===== src/rtl/alu_mul_pkg.sv =====
// rtl/alu_mul_pkg.sv - shared encodings for the sequential shift-add multiplier
// Control words are packed zx,nx,zy,ny,f,no from MSB to LSB.
package alu_mul_pkg;

  typedef enum logic [1:0] {
    ST_IDLE = 2'd0,
    ST_ITER = 2'd1,
    ST_DONE = 2'd2
  } state_t;

  typedef enum logic {
    PH_ADD = 1'b0,
    PH_DBL = 1'b1
  } phase_t;

  localparam int OP_W = 6;

  localparam logic [OP_W-1:0] OP_ADD    = 6'b0000_10;
  // y forced to all ones so that x & y returns x unchanged
  localparam logic [OP_W-1:0] OP_PASS_X = 6'b0011_00;

endpackage


===== src/rtl/alu.sv =====
// rtl/alu.sv - team ALU: operand zero/negate stages, add or and, output negate
// zr flags a zero result, ng mirrors the result sign bit.
module alu #(
  parameter int WIDTH = 16
) (
  input  logic [WIDTH-1:0] x,
  input  logic [WIDTH-1:0] y,
  input  logic             zx,
  input  logic             nx,
  input  logic             zy,
  input  logic             ny,
  input  logic             f,
  input  logic             no,
  output logic [WIDTH-1:0] out,
  output logic             zr,
  output logic             ng
);

  logic [WIDTH-1:0] x_z, x_n, y_z, y_n, res;

  always_comb begin
    x_z = zx ? '0 : x;
    x_n = nx ? ~x_z : x_z;
    y_z = zy ? '0 : y;
    y_n = ny ? ~y_z : y_z;
    res = f ? (x_n + y_n) : (x_n & y_n);
    out = no ? ~res : res;
  end

  assign zr = (out == '0);
  assign ng = out[WIDTH-1];

endmodule


===== src/rtl/alu_op_decode.sv =====
// rtl/alu_op_decode.sv - splits a packed ALU control word into the ALU's control pins
module alu_op_decode
  import alu_mul_pkg::*;
(
  input  logic [OP_W-1:0] op,
  output logic            zx,
  output logic            nx,
  output logic            zy,
  output logic            ny,
  output logic            f,
  output logic            no
);

  assign {zx, nx, zy, ny, f, no} = op;

endmodule


===== src/rtl/alu_mul_seq.sv =====
// rtl/alu_mul_seq.sv - shift-add multiplier alternating accumulate and double phases on one ALU
// Define ALU_MUL_SEQ_OVF_EN to add the sticky ovf output.
module alu_mul_seq
  import alu_mul_pkg::*;
#(
  parameter int WIDTH = 16
) (
  input  logic             clock,
  input  logic             reset_n,
  input  logic             start,
  input  logic [WIDTH-1:0] a,
  input  logic [WIDTH-1:0] b,
  output logic             busy,
  output logic             done,
  output logic [WIDTH-1:0] product
`ifdef ALU_MUL_SEQ_OVF_EN
  ,
  output logic             ovf
`endif
);

  localparam int CW = $clog2(WIDTH + 1);
  localparam logic [CW-1:0] CNT_MAX = CW'(WIDTH);

  state_t           state;
  phase_t           phase;
  logic [WIDTH-1:0] acc, m, q;
  logic [CW-1:0]    count;

  logic [WIDTH-1:0] alu_x, alu_y, alu_out;
  logic [OP_W-1:0]  alu_op;
  logic             zx, nx, zy, ny, f, no;
  logic             unused_zr, unused_ng;

  always_comb begin
    alu_x  = acc;
    alu_y  = m;
    alu_op = OP_PASS_X;
    if (phase == PH_DBL) begin
      alu_x  = m;
      alu_y  = m;
      alu_op = OP_ADD;
    end else if (q[0]) begin
      alu_op = OP_ADD;
    end
  end

  alu_op_decode u_dec (
    .op (alu_op),
    .zx (zx),
    .nx (nx),
    .zy (zy),
    .ny (ny),
    .f  (f),
    .no (no)
  );

  alu #(.WIDTH(WIDTH)) u_alu (
    .x   (alu_x),
    .y   (alu_y),
    .zx  (zx),
    .nx  (nx),
    .zy  (zy),
    .ny  (ny),
    .f   (f),
    .no  (no),
    .out (alu_out),
    .zr  (unused_zr),
    .ng  (unused_ng)
  );

`ifdef ALU_MUL_SEQ_OVF_EN
  // An unsigned sum wrapped exactly when it came out smaller than an addend
  logic add_carry;
  assign add_carry = (alu_out < acc);
`endif

  always_ff @(posedge clock or negedge reset_n) begin
    if (!reset_n) begin
      state   <= ST_IDLE;
      phase   <= PH_ADD;
      busy    <= 1'b0;
      done    <= 1'b0;
      product <= '0;
      acc     <= '0;
      m       <= '0;
      q       <= '0;
      count   <= '0;
`ifdef ALU_MUL_SEQ_OVF_EN
      ovf     <= 1'b0;
`endif
    end else begin
      done <= 1'b0;
      case (state)
        ST_IDLE: begin
          if (start) begin
            m     <= a;
            q     <= b;
            acc   <= '0;
            count <= '0;
            phase <= PH_ADD;
            busy  <= 1'b1;
            state <= ST_ITER;
`ifdef ALU_MUL_SEQ_OVF_EN
            ovf   <= 1'b0;
`endif
          end
        end
        ST_ITER: begin
          if (phase == PH_ADD) begin
            if (q == '0 || count == CNT_MAX) begin
              product <= acc;
              busy    <= 1'b0;
              done    <= 1'b1;
              state   <= ST_DONE;
            end else begin
              acc   <= alu_out;
              phase <= PH_DBL;
`ifdef ALU_MUL_SEQ_OVF_EN
              if (q[0] && add_carry) ovf <= 1'b1;
`endif
            end
          end else begin
            m     <= alu_out;
            q     <= q >> 1;
            count <= count + 1'b1;
            phase <= PH_ADD;
`ifdef ALU_MUL_SEQ_OVF_EN
            // A multiplicand bit falls off the top while later multiplier bits still need it
            if (m[WIDTH-1] && ((q >> 1) != '0)) ovf <= 1'b1;
`endif
          end
        end
        ST_DONE: begin
          state <= ST_IDLE;
        end
        default: begin
          state <= ST_IDLE;
          busy  <= 1'b0;
        end
      endcase
    end
  end

endmodule

===== config.mk =====
export PLATFORM = sky130hd
export DESIGN_NAME = alu_mul_seq
export DESIGN_NICKNAME = d
export VERILOG_FILES = /design/src/rtl/alu_mul_pkg.sv /design/src/rtl/alu.sv /design/src/rtl/alu_op_decode.sv /design/src/rtl/alu_mul_seq.sv
export SDC_FILE = /design/constraint.sdc
export NUM_CORES = 1
export LEC_CHECK = 0
export BUFFER_PORTS_ARGS = -buffer_cell sky130_fd_sc_hd__buf_4
export CAP_MARGIN = 0
export CORE_MARGIN = 3
export CORE_UTILIZATION = 50
export CTS_CLUSTER_DIAMETER = 120
export CTS_CLUSTER_SIZE = 16
export DETAILED_ROUTE_END_ITERATION = 8
export HOLD_SLACK_MARGIN = 0.05
export PLACE_DENSITY = 0.66
export SYNTH_ARGS = -nofsm -noshare
export SYNTH_HDL_FRONTEND = slang
export SYNTH_SLANG_ARGS = --single-unit

===== constraint.sdc =====
create_clock -name clock -period 3.8 [get_ports clock]
set_clock_uncertainty 0.1 [all_clocks]
set_input_delay 0.19 -clock clock [delete_from_list [all_inputs] [get_ports clock]]
set_output_delay 0.19 -clock clock [all_outputs]
set_load 0.02 [all_outputs]

Word level (Yosys, flattened, before mapping) --
Index checks and enable logic that the tools add are counted.
Word-level totals: register bits after elaboration 74, bits in latches 0, memory bits (writable) 0, ROM bits 0, bits of input ports 35, output and inout bits 18, word-level logic and storage cells 72, memories kept 0
Operators by class: $add $sub $neg 2, multiply operators 0, divide/modulo/power cells 0, order comparisons 0, equal/unequal tests 8, shift-type cells 0, multiplexer cells 37, bitwise logic cells 6, reduce and logical (&&, ||, !) cells 10
Operator list (number):
- two-way mux 16 bit | 14
- case mux 16 bit (2 select lines) | 3
- NOT 16 bit | 3
- adder 16 bit | 1
- AND 16 bit | 1
- zero test 16 bit | 1
- two-way mux 5 bit | 2
- != test 2 bit (second input constant) | 5
- case mux 5 bit (2 select lines) | 1
- two-way mux 1 bit | 9
- AND reduction 3 bit | 3
- AND reduction 4 bit | 2
- two-way mux 2 bit | 3
- two-way mux 6 bit | 1
- adder 5 x 1 -> 5 bit (second input constant) | 1
- equality test 5 bit (second input constant) | 1
- two-way mux 4 bit | 1
- case mux 2 bit (2 select lines) | 1
- case mux 1 bit (3 select lines) | 1
- equality test 2 x 1 -> 1 bit (second input constant) | 1
- equality test 2 bit (second input constant) | 1
- zero test 2 bit | 1
- NOT 1 bit | 2
- case mux 1 bit (2 select lines) | 1
- 3 further kinds | 3

Logic depth before layout (Yosys ltp) --
Gate-level depths: netlist of the first run.
depth after elaboration 12, mapped depth 13, gate-level depth less buffers 10

By module --
A second synthesis of the first run with hierarchy kept.
Unflattened totals: cell total of the unflattened synthesis 607, area total of the unflattened synthesis 5607.9 um^2
By module, submodules not included:
- alu_mul_seq | instances 1, cells each 334, area an instance 3656.0 um^2, sequential area each 1851.8 um^2
- alu | instances 1, cells each 267, area an instance 1906.8 um^2, sequential area each 0.0 um^2
- alu_op_decode | instances 1, cells each 6, area an instance 45.0 um^2, sequential area each 0.0 um^2

Worst setup path before layout of the first run --
Ideal clock, no wire load.
kind flip-flop to flip-flop, start register phase, end register acc[13], setup time 135 ps, data arrival time 2841 ps, required time 3565 ps, path slack 724 ps, cell stages (with the launch flop) 11, buffers on the path 2, clock period less this slack 3076 ps, cell sequence dfrtp_1 -> buf_2 -> buf_1 -> mux2_2 -> ha_1 -> a21oi_1 -> o211ai_2 -> and3_1 -> or4b_1 -> o211ai_1 -> o21ai_0
Between the ends: word-level cells in the longest chain between the ends 11, elaborated cells on any way between the ends 18, classes of those cells add/sub: 1; eq/ne: 1; mux: 11; bitwise: 4; reduce/logical: 1
RTL lines:
- start, declared | line alu_mul_seq.sv:26 | phase_t phase;
- start signal, assigned | line alu_mul_seq.sv:81 | phase <= PH_ADD;
- start signal, assigned | line alu_mul_seq.sv:101 | phase <= PH_ADD;
- start signal, assigned | line alu_mul_seq.sv:118 | phase <= PH_DBL;
- two-way mux 16 bit or two-way mux 6 bit (tied branches) | line alu_mul_seq.sv:39 | if (phase == PH_DBL) begin
- two-way mux 16 bit, on equally long branches | line alu.sv:22, alu.sv:24
- NOT 16 bit, on equally long branches | line alu.sv:23, alu.sv:25
- two-way mux 16 bit, on equally long branches | line alu.sv:23, alu.sv:25
- adder 16 bit or AND 16 bit (tied branches) | line alu.sv:26 | res = f ? (x_n + y_n) : (x_n & y_n);
- two-way mux 16 bit | line alu.sv:26
- NOT 16 bit | line alu.sv:27 | out = no ? ~res : res;
- two-way mux 16 bit | line alu.sv:27
- two-way mux 16 bit | line alu_mul_seq.sv:111 | if (q == '0 || count == CNT_MAX) begin
- two-way mux 16 bit | line alu_mul_seq.sv:110 | if (phase == PH_ADD) begin
- case mux 16 bit (2 select lines) | line alu_mul_seq.sv:94 | case (state)
- end signal, assigned | line alu_mul_seq.sv:117 | acc <= alu_out;
- end, declared | line alu_mul_seq.sv:27 | logic [WIDTH-1:0] acc, m, q;
Parallel ways exist; a longest one is shown, timed or not. The select of a mux whose other input is x is not followed. A chain may end at the register's enable or synchronous reset.

Worst setup path after layout of the first run --
start register q[0], end register acc[14]
Between the ends: word-level cells in the longest chain between the ends 12, elaborated cells on any way between the ends 17, classes of those cells add/sub: 1; eq/ne: 1; mux: 9; bitwise: 3; reduce/logical: 3
RTL lines:
- start, declared | line alu_mul_seq.sv:27
- start signal, assigned | line alu_mul_seq.sv:125 | q <= q >> 1;
- two-way mux 4 bit | line alu_mul_seq.sv:43 | end else if (q[0]) begin
- two-way mux 6 bit | line alu_mul_seq.sv:39
- two-way mux 16 bit | line alu.sv:24 | y_z = zy ? '0 : y;
- NOT 16 bit | line alu.sv:25 | y_n = ny ? ~y_z : y_z;
- two-way mux 16 bit | line alu.sv:25
- adder 16 bit or AND 16 bit (tied branches) | line alu.sv:26
- two-way mux 16 bit | line alu.sv:26
- NOT 16 bit | line alu.sv:27
- two-way mux 16 bit | line alu.sv:27
- two-way mux 16 bit | line alu_mul_seq.sv:111
- two-way mux 16 bit | line alu_mul_seq.sv:110
- case mux 16 bit (2 select lines) | line alu_mul_seq.sv:94
Parallel ways exist; a longest one is shown, timed or not. The select of a mux whose other input is x is not followed.

==> results of run 1 <==
==> cell usage after synthesis (3+ instances only) <==
cell type,count,share of area
inv_1,7,0.0059
mux2i_1,6,0.013
buf_2,6,0.0067
nor2_1,41,0.034
o21ai_0,30,0.034
a211oi_1,8,0.013
nand2_1,67,0.056
xnor2_1,4,0.0078
mux2_4,9,0.030
nand3_1,10,0.011
and2_1,4,0.0056
mux2_2,26,0.065
nor2b_1,5,0.0070
and3_1,5,0.0070
nor3_1,9,0.010
a21oi_1,33,0.037
nand2b_1,19,0.027
clkbuf_1,17,0.014
xor2_1,8,0.016
nor4_2,3,0.0084
ha_1,19,0.053
a31oi_1,19,0.027
o21bai_1,3,0.0050
dfrtp_1,74,0.41
or3_1,4,0.0056
o211ai_1,4,0.0067
==> layer usage <==
metal,part of all wire,track usage,up-vias
met3,0.049,0.0360,18
met2,0.48,0.390,82
li1,-,-,1845
met5,0,0,-
met1,0.45,0.323,1815
met4,0.018,0.0705,0
==> repair_timing <==
| action | 4_1_cts | 5_1_grt |
|---|---|---|
| resized for setup | 0 | 0 |
| hold endpoints to repair | 96 | 0 |
| setup buffers | 0 | 0 |
| hold buffers | 23 | 0 |
==> sequential cells by signal, indices dropped and copies added, names as in the netlist <==
| register | flops |
|---|---|
| alu_y | 16 |
| done | 1 |
| product | 16 |
| count | 5 |
| busy | 1 |
| state | 2 |
| phase | 1 |
| q | 16 |
| acc | 16 |
==> worst register-to-register path, delay by kind of cell (launching register included) <==
kind | cells | cell delay (ps)
compound gates | 4 | 980
simple gates | 3 | 750
fa+ha+maj | 2 | 660
flops | 1 | 430
xor+xnor | 1 | 150
==> through the flow <==
stage / area (um2) / hold slack [ps] / setup WS (ps) / utilization
2_1_floorplan: 4470 / -206 / 724 / -
3_3_place_gp: 4960 / 287 / 726 / 0.586
3_5_place_dp: 4960 / 295 / 630 / 0.586
4_1_cts: 5370 / 62.1 / 607 / 0.634
5_1_grt: 5370 / 78.1 / 341 / 0.634
6_report: 5370 / 68.3 / 609 / 0.634
==> worst paths after layout <==
kind | endpoint | slack (ps) | depth (start not counted)
worst min register to register | alu_y[1]$_DFFE_PN0P_ | 410 | 2
max in group asynchronous | count[2]$_DFFE_PN0P_ | 2570 | 2
worst max-delay path | acc[14]$_DFFE_PN0P_ | 610 | 10
min in group asynchronous | done$_DFF_PN0_ | 410 | 2
worst min-delay path | alu_y[4]$_DFFE_PN0P_ | 70 | 3
worst max register to register | acc[14]$_DFFE_PN0P_ | 610 | 10
==> layout make-up <==
type	count	area, um2
Clock buffer	12	155
Clock inverter	4	26.3
Fill cell	711	3100
Inverter	7	26.3
Multi-Input combinational cell	370	2470
Sequential cell	74	1850
Tap cell	105	131
Timing Repair Buffer	86	703
==> cell families (layout without fill, tap and decap cells) <==
group,Yosys count,after routing,synth area share
flops,74,74,0.414
fa+ha+maj,20,20,0.0576
buf+inv,33,109,0.0330
compound gates,115,115,0.157
mux,41,41,0.109
xor+xnor,12,12,0.0235
simple gates,182,182,0.206
==> metrics.cfg, run 1 <==
[route]
num_vias = 3760
drtPass1Iterations = 4
routedWlPerCell_um = 17.5
final_antenna_net_count = 0
wl_mm = 11.5
initialDrtViolationCount = 151
route.detailed.drc = 0
viasPerCell = 5.71

[logic_synthesis]
ys_warn_count = 0
ys.flop_type = dfrtp_1
ys_seq_area_frac = 0.414
synth_cell_types = 56
synth_edf_count = 0
async_flop_share = 1.00
ys_seq_elements = 74
syn-num-nets = 532
syn-instance-count = 477
syn_avg_cell_area_um2 = 9.38
netlist_area_mm2 = 0.00447

[sta]
hold_violations = 0
setup_tns_ps = 0
period_share = 0.840
finalSetupViolCount = 0
worstMarginPinSlew_ps = 944
drv_slew = 0
relSlewSlack = 0.370
fin_crit_ps = 3190
clock.fmax_mhz = 313
rsz0062_at_grt = no

[setup_path]
worstSetupStartpointType = flip-flop
crit_path_end_kind = flip-flop
critPathBufInv = 0
rr_startpoint = q[0]$_DFFE_PN0P_
crit_path_top_delay_cell = or2_2
crit_chain = or2_2, nand2b_1, ha_1, fa_1, a21oi_1, o211a_1, nor3_1, a211oi_1, xor2_1, o31ai_1
crit_required_ps = 3940
crit_start = q[0]$_DFFE_PN0P_
worst-path-max-fanout = 27
crit_type = reg -> reg
crit_family = compound AO/OA/AOI/OAI gates
cp.arrival_ps = 3330
slowest_delay_ps = 510

[global_route]
grt_overflow_total = 0
grt_util_all_layers = 0.237
grt_max_degree = 75
antenna_found_initial = 0
grt_pass1_wl_mm = 19.0
grt_pass1_vias = 3820

[final_layout]
fin_cells = 658
antenna_cells = 0
final_cell_mix = dfrtp_1, nand2_1, buf_4
final_common_cell = dfrtp_1
drive_above_1_share = 0.226
fin_nets = 603
syn2layout_area_growth_pct = 20.0

[die]
rows = 33
initial_utilization = 0.529
die_y_um = 101
die-area_mm2 = 0.0101
pin_count = 53
core_area_mm2 = 0.00846
fp.dieW_um = 101

[clock_network]
root_buffer = clkbuf_8
clkLatencyLatePin_ps = 350
cts_tree = yes
ctsLongestPathBuffers = 2
cts-htree-levels = 3
cts_buffers = 9
path_clk_slew_ps = 80
clock_sinks = 74

[placement]
port_buffers = 52
post-dp-hpwl_mm = 7.92
dp_cells = 619
gp_congestion = 0.894

[run_status]
status = complete, no violations

[job]
drv_cap = 0

[worst_hold_path]
hold_start = a[4]
hold_path.class = in -> reg

Power of run 1 is left out: the tool's default activity adds up to more than one toggle a clock period on the data nets, which glitch-free logic cannot reach.
==> run 2, diff against run 1 <==
ABC_AREA = 1   (was not set)
clock period = 3.1 ns   (was 3.8 ns; I/O delays follow)
==> run 2 against run 1 <==
Via count up 14%. Critical path type unchanged. Setup slack worse by 320 ps. Sequential cell count unchanged. Register-to-register slack worse by 320 ps. Worst hold slack better by 1.8 ps. Critical path depth up 1. Core utilization down 0.38 points. Critical endpoint is now alu_y[7]$_DFFE_PN0P_. Global-route usage down 1.4 points. Synthesized area up 5.9%. Sequential share of layout area down 1.8 points.
==> metrics.cfg, run 2 <==
[route]
routedWlPerCell_um = 12.9
viasPerCell = 4.97
num_vias = 4279
drtPass1Iterations = 4
initialDrtViolationCount = 284
route.detailed.drc = 0
final_antenna_net_count = 0
wl_mm = 11.1

[setup_path]
cp.arrival_ps = 2930
crit_type = reg -> reg
worst-path-max-fanout = 24
rr_startpoint = phase$_DFFE_PN0P_
crit_path_end_kind = flip-flop
worstSetupStartpointType = flip-flop
crit_start = phase$_DFFE_PN0P_
crit_required_ps = 3220

[final_layout]
fin_nets = 785
final_common_cell = nand2_1
antenna_cells = 0
syn2layout_area_growth_pct = 19.4
final_cell_mix = nand2_1, inv_1, dfrtp_1
stdcell_area_mm2 = 0.00566
fin_cells = 861
drive_above_1_share = 0.148
fill_cells = 817

[placement]
post-dp-hpwl_mm = 7.66
gp_congestion = 0.972
dp_cells = 815
port_buffers = 52
place_area_mm2 = 0.00515

[clock_network]
ctsLongestPathBuffers = 2
postCtsSetupRepairBufs = 0
cts_buffers = 9
cts_resized = 0
path_clk_slew_ps = 80
root_buffer = clkbuf_8
clkLatencyLatePin_ps = 350
cts_tree = yes
clock_sinks = 74
cts-htree-levels = 3

[die]
pin_count = 53
initial_utilization = 0.528
core_area_mm2 = 0.00898
die_y_um = 103
fp.dieW_um = 103
die-area_mm2 = 0.0107
rows = 34

[logic_synthesis]
syn_avg_cell_area_um2 = 7.17
yosysMostFrequentCell = nand2_1
ys_top_cells_by_area = dfrtp_1, nand2_1, inv_1
synth_cell_types = 36
ys.flop_type = dfrtp_1
ys_warn_count = 0
async_flop_share = 1.00
syn-instance-count = 661
synth_area_leader_cell = dfrtp_1
synthTopCellsByCount = nand2_1, inv_1, dfrtp_1, o21ai_0, nor2_1
netlist_area_mm2 = 0.00474
ys_seq_elements = 74
synth_edf_count = 0
ys_seq_area_frac = 0.391
syn-num-nets = 716
synth_top_cell_area_share = 0.391

[global_route]
grt_pass1_vias = 4076
grt_pass1_wl_mm = 18.9
grt_overflow_total = 0
antenna_found_initial = 0
grt_util_all_layers = 0.223
grt_max_degree = 75

[sta]
clock.fmax_mhz = 356
rsz0062_at_grt = no
setup_tns_ps = 0
finalSetupViolCount = 0
drv_slew = 0
relSlewSlack = 0.378
period_share = 0.906
fin_crit_ps = 2810
hold_violations = 0
worstMarginPinSlew_ps = 933

[run_status]
status = complete, no violations

[job]
drv_cap = 0

[worst_hold_path]
hold_path.class = in -> reg
hold_start = a[15]

==> run 2: changes by cell type after synthesis, moves of 8 or more <==
| cell | delta |
|---|---|
| o21ai_0 | +17 |
| a31oi_1 | -15 |
| nand3_1 | +14 |
| o21ai_2 | +12 |
| nand2b_1 | -19 |
| mux2_4 | -9 |
| mux2_2 | -26 |
| o211ai_1 | +12 |
| a211oi_1 | -8 |
| nand2_1 | +155 |
| or2_2 | +9 |
| inv_1 | +77 |
==> run 2: metrics by stage <==
step / hold slack (ps) / util / worst slack (ps)
CTS: 61.2 / 0.630 / 276
global route: 105 / 0.630 / 8.28
global placement: 258 / 0.574 / 391
detailed placement: 258 / 0.574 / 284
floorplan: -241 / - / 630
finish: 70.2 / 0.630 / 291
==> run 2: worst max-delay path, cell delays in order (launching register included) <==
cell and delay, ps:
dfrtp_1 480, nor2_4 420, inv_2 280, nand2_1 130
ha_1 280, nand2_1 110, inv_1 60, a21oi_1 150
nand2_1 120, xor2_1 150, o21ai_0 280, a21oi_1 100
==> run 2: cell families (layout without fill, tap and decap cells) <==
family / count (synthesis) / after routing / share of synthesized area
buffers and inverters: 117 / 191 / 0.106
DFF: 74 / 74 / 0.391
xor gates and xnor gates: 5 / 5 / 0.00924
AOI/OAI and AO/OA: 118 / 118 / 0.146
and+or+nand+nor: 327 / 327 / 0.293
adders and majority gates: 20 / 20 / 0.0544
==> run 2: layer usage <==
metal,part of all wire,vias up,GRT usage
li1,-,2230,-
met1,0.48,1933,0.324
met2,0.44,102,0.346
met3,0.062,14,0.0322
met4,0.015,0,0.0667
met5,0,-,0
==> run 2: final cells by class <==
| cell class | count | area, um2 | area share |
|---|---|---|---|
| inverters | 90 | 343 | 0.0606 |
| well taps | 126 | 158 | 0.0279 |
| repair buffers | 85 | 713 | 0.126 |
| flip-flops and latches | 74 | 1850 | 0.327 |
| clock buffers | 11 | 131 | 0.0232 |
| clock inverters | 5 | 78.8 | 0.0139 |
| multi-input cells | 470 | 2380 | 0.421 |
==> run 2: path summary, 6_finish.rpt <==
path | to | slack [ps] | cells past startpoint
min in group asynchronous | busy$_DFFE_PN0P_ | 360 | 2
max | alu_y[7]$_DFFE_PN0P_ | 290 | 11
min reg2reg | busy$_DFFE_PN0P_ | 380 | 2
max in group asynchronous | acc[1]$_DFFE_PN0P_ | 1890 | 2
min | alu_y[15]$_DFFE_PN0P_ | 70 | 5
max reg2reg | alu_y[7]$_DFFE_PN0P_ | 290 | 11
==> run 2: timing repair <==
action	4_1_cts	5_1_grt
endpoints found under the setup margin	0	1
hold endpoints to repair	103	0
hold buffers	30	0
Power of run 2 is left out for the same reason.
==> run 3, diff against run 2 <==
CORE_MARGIN = not set   (was 3)
==> run 3 against run 2 <==
Register-to-register slack hardly changed. Critical path type unchanged. First-iteration DRC count is 15% lower. Fmax is 0.47% lower. Die area is 7.6% lower. Final area is 0.49% lower. Core utilization is 1.8 points lower.
==> metrics.cfg, run 3 (synthesis gave the netlist of run 2 again) <==
[clock_network]
root_buffer = clkbuf_8
cts_buffers = 9
hold_buffers = 29
cts-htree-levels = 3
ctsLongestPathBuffers = 2
postCtsSetupRepairBufs = 0
clkLatencyLatePin_ps = 350
path_clk_slew_ps = 90
cts_resized = 0
clock_sinks = 74
cts_tree = yes

[route]
final_antenna_net_count = 0
wl_mm = 11.7
initialDrtViolationCount = 240
route.detailed.drc = 0
routedWlPerCell_um = 13.8
viasPerCell = 5.19
drtPass1Iterations = 5
num_vias = 4387

[die]
die_y_um = 99.3
die-area_mm2 = 0.00987
fp.dieW_um = 99.3
pin_count = 53
initial_utilization = 0.515
core_area_mm2 = 0.00920
rows = 35

[final_layout]
final_cell_mix = nand2_1, inv_1, dfrtp_1
antenna_cells = 0
drive_above_1_share = 0.152
fin_nets = 785
syn2layout_area_growth_pct = 18.9
final_common_cell = nand2_1

[worst_hold_path]
hold_start = a[7]
hold_depth = 5
holdPathEnd = alu_y[7]$_DFFE_PN0P_
hold_path.class = in -> reg

[placement]
gp_congestion = 0.914
port_buffers = 52
post-dp-hpwl_mm = 8.32

[setup_path]
reg2reg_slack_ps = 280
rr_startpoint = q[0]$_DFFE_PN0P_
crit_type = reg -> reg
rr_worst_depth = 14
worst_r2r_endpoint = alu_y[6]$_DFFE_PN0P_
cp.arrival_ps = 2960
crit_start = q[0]$_DFFE_PN0P_
worst-path-max-fanout = 11
crit_required_ps = 3240
worstSetupStartpointType = flip-flop
crit_path_end_kind = flip-flop

[global_route]
grt_max_degree = 75
grt_pass1_vias = 4029
antenna_found_initial = 0
grt_overflow_total = 0
grt_pass1_wl_mm = 19.8
grt_util_all_layers = 0.256

[sta]
hold_violations = 0
finalSetupViolCount = 0
drv_slew = 0
fin_crit_ps = 2820
setup_tns_ps = 0
clock.fmax_mhz = 354
relSlewSlack = 0.379
period_share = 0.910
rsz0062_at_grt = no
worstMarginPinSlew_ps = 931

[run_status]
status = complete, no violations

[job]
drv_cap = 0

## run 3: how the worst max path moves through the flow
stage,end,slack (ps),cells past startpoint
after floorplan,alu_y[8]$_DFFE_PN0P_,630,15
after CTS,alu_y[6]$_DFFE_PN0P_,320,14
final,alu_y[6]$_DFFE_PN0P_,280,14
after global routing,alu_y[7]$_DFFE_PN0P_,20,12
after detailed placement,alu_y[5]$_DFFE_PN0P_,360,13
after global placement,alu_y[5]$_DFFE_PN0P_,390,13
## run 3: worst max-delay path, stage by stage, from the launching register on
cell and delay (ps):
dfrtp_1 470, nor2_4 110, or2_2 300, ha_1 240, fa_1 420, nand2_1 100
nand2_1 80, nand3b_1 140, nand2_1 130, nand2_1 80, nand3_1 60, o211ai_1 240
nand2_1 100, nand2_1 80, nand2_1 60
## run 3: cell type report
| class | count | area [um2] |
|---|---|---|
| multi-input cells | 470 | 2380 |
| inverters | 90 | 343 |
| clock buffers | 10 | 138 |
| fillers | 904 | 3560 |
| well taps | 111 | 139 |
| flip-flops and latches | 74 | 1850 |
| clock inverters | 6 | 66.3 |
| repair buffers | 85 | 711 |
## run 3: per-stage QoR
stage	util	instances	worst slack, ps	hold slack [ps]	instance area, um2
floorplan	-	661	630	-241	4740
global placement	0.559	801	385	261	5140
detailed placement	0.559	801	365	266	5140
CTS	0.612	846	324	61.1	5630
global route	0.612	846	15.7	81.4	5630
finish	0.612	846	278	71.3	5630
## run 3: layer usage
layer,global-route usage,part of all wire
met4,0.0577,0.0092
met1,0.384,0.51
met5,0,0
met3,0.0387,0.050
met2,0.392,0.43
Power of run 3 is left out for the same reason.
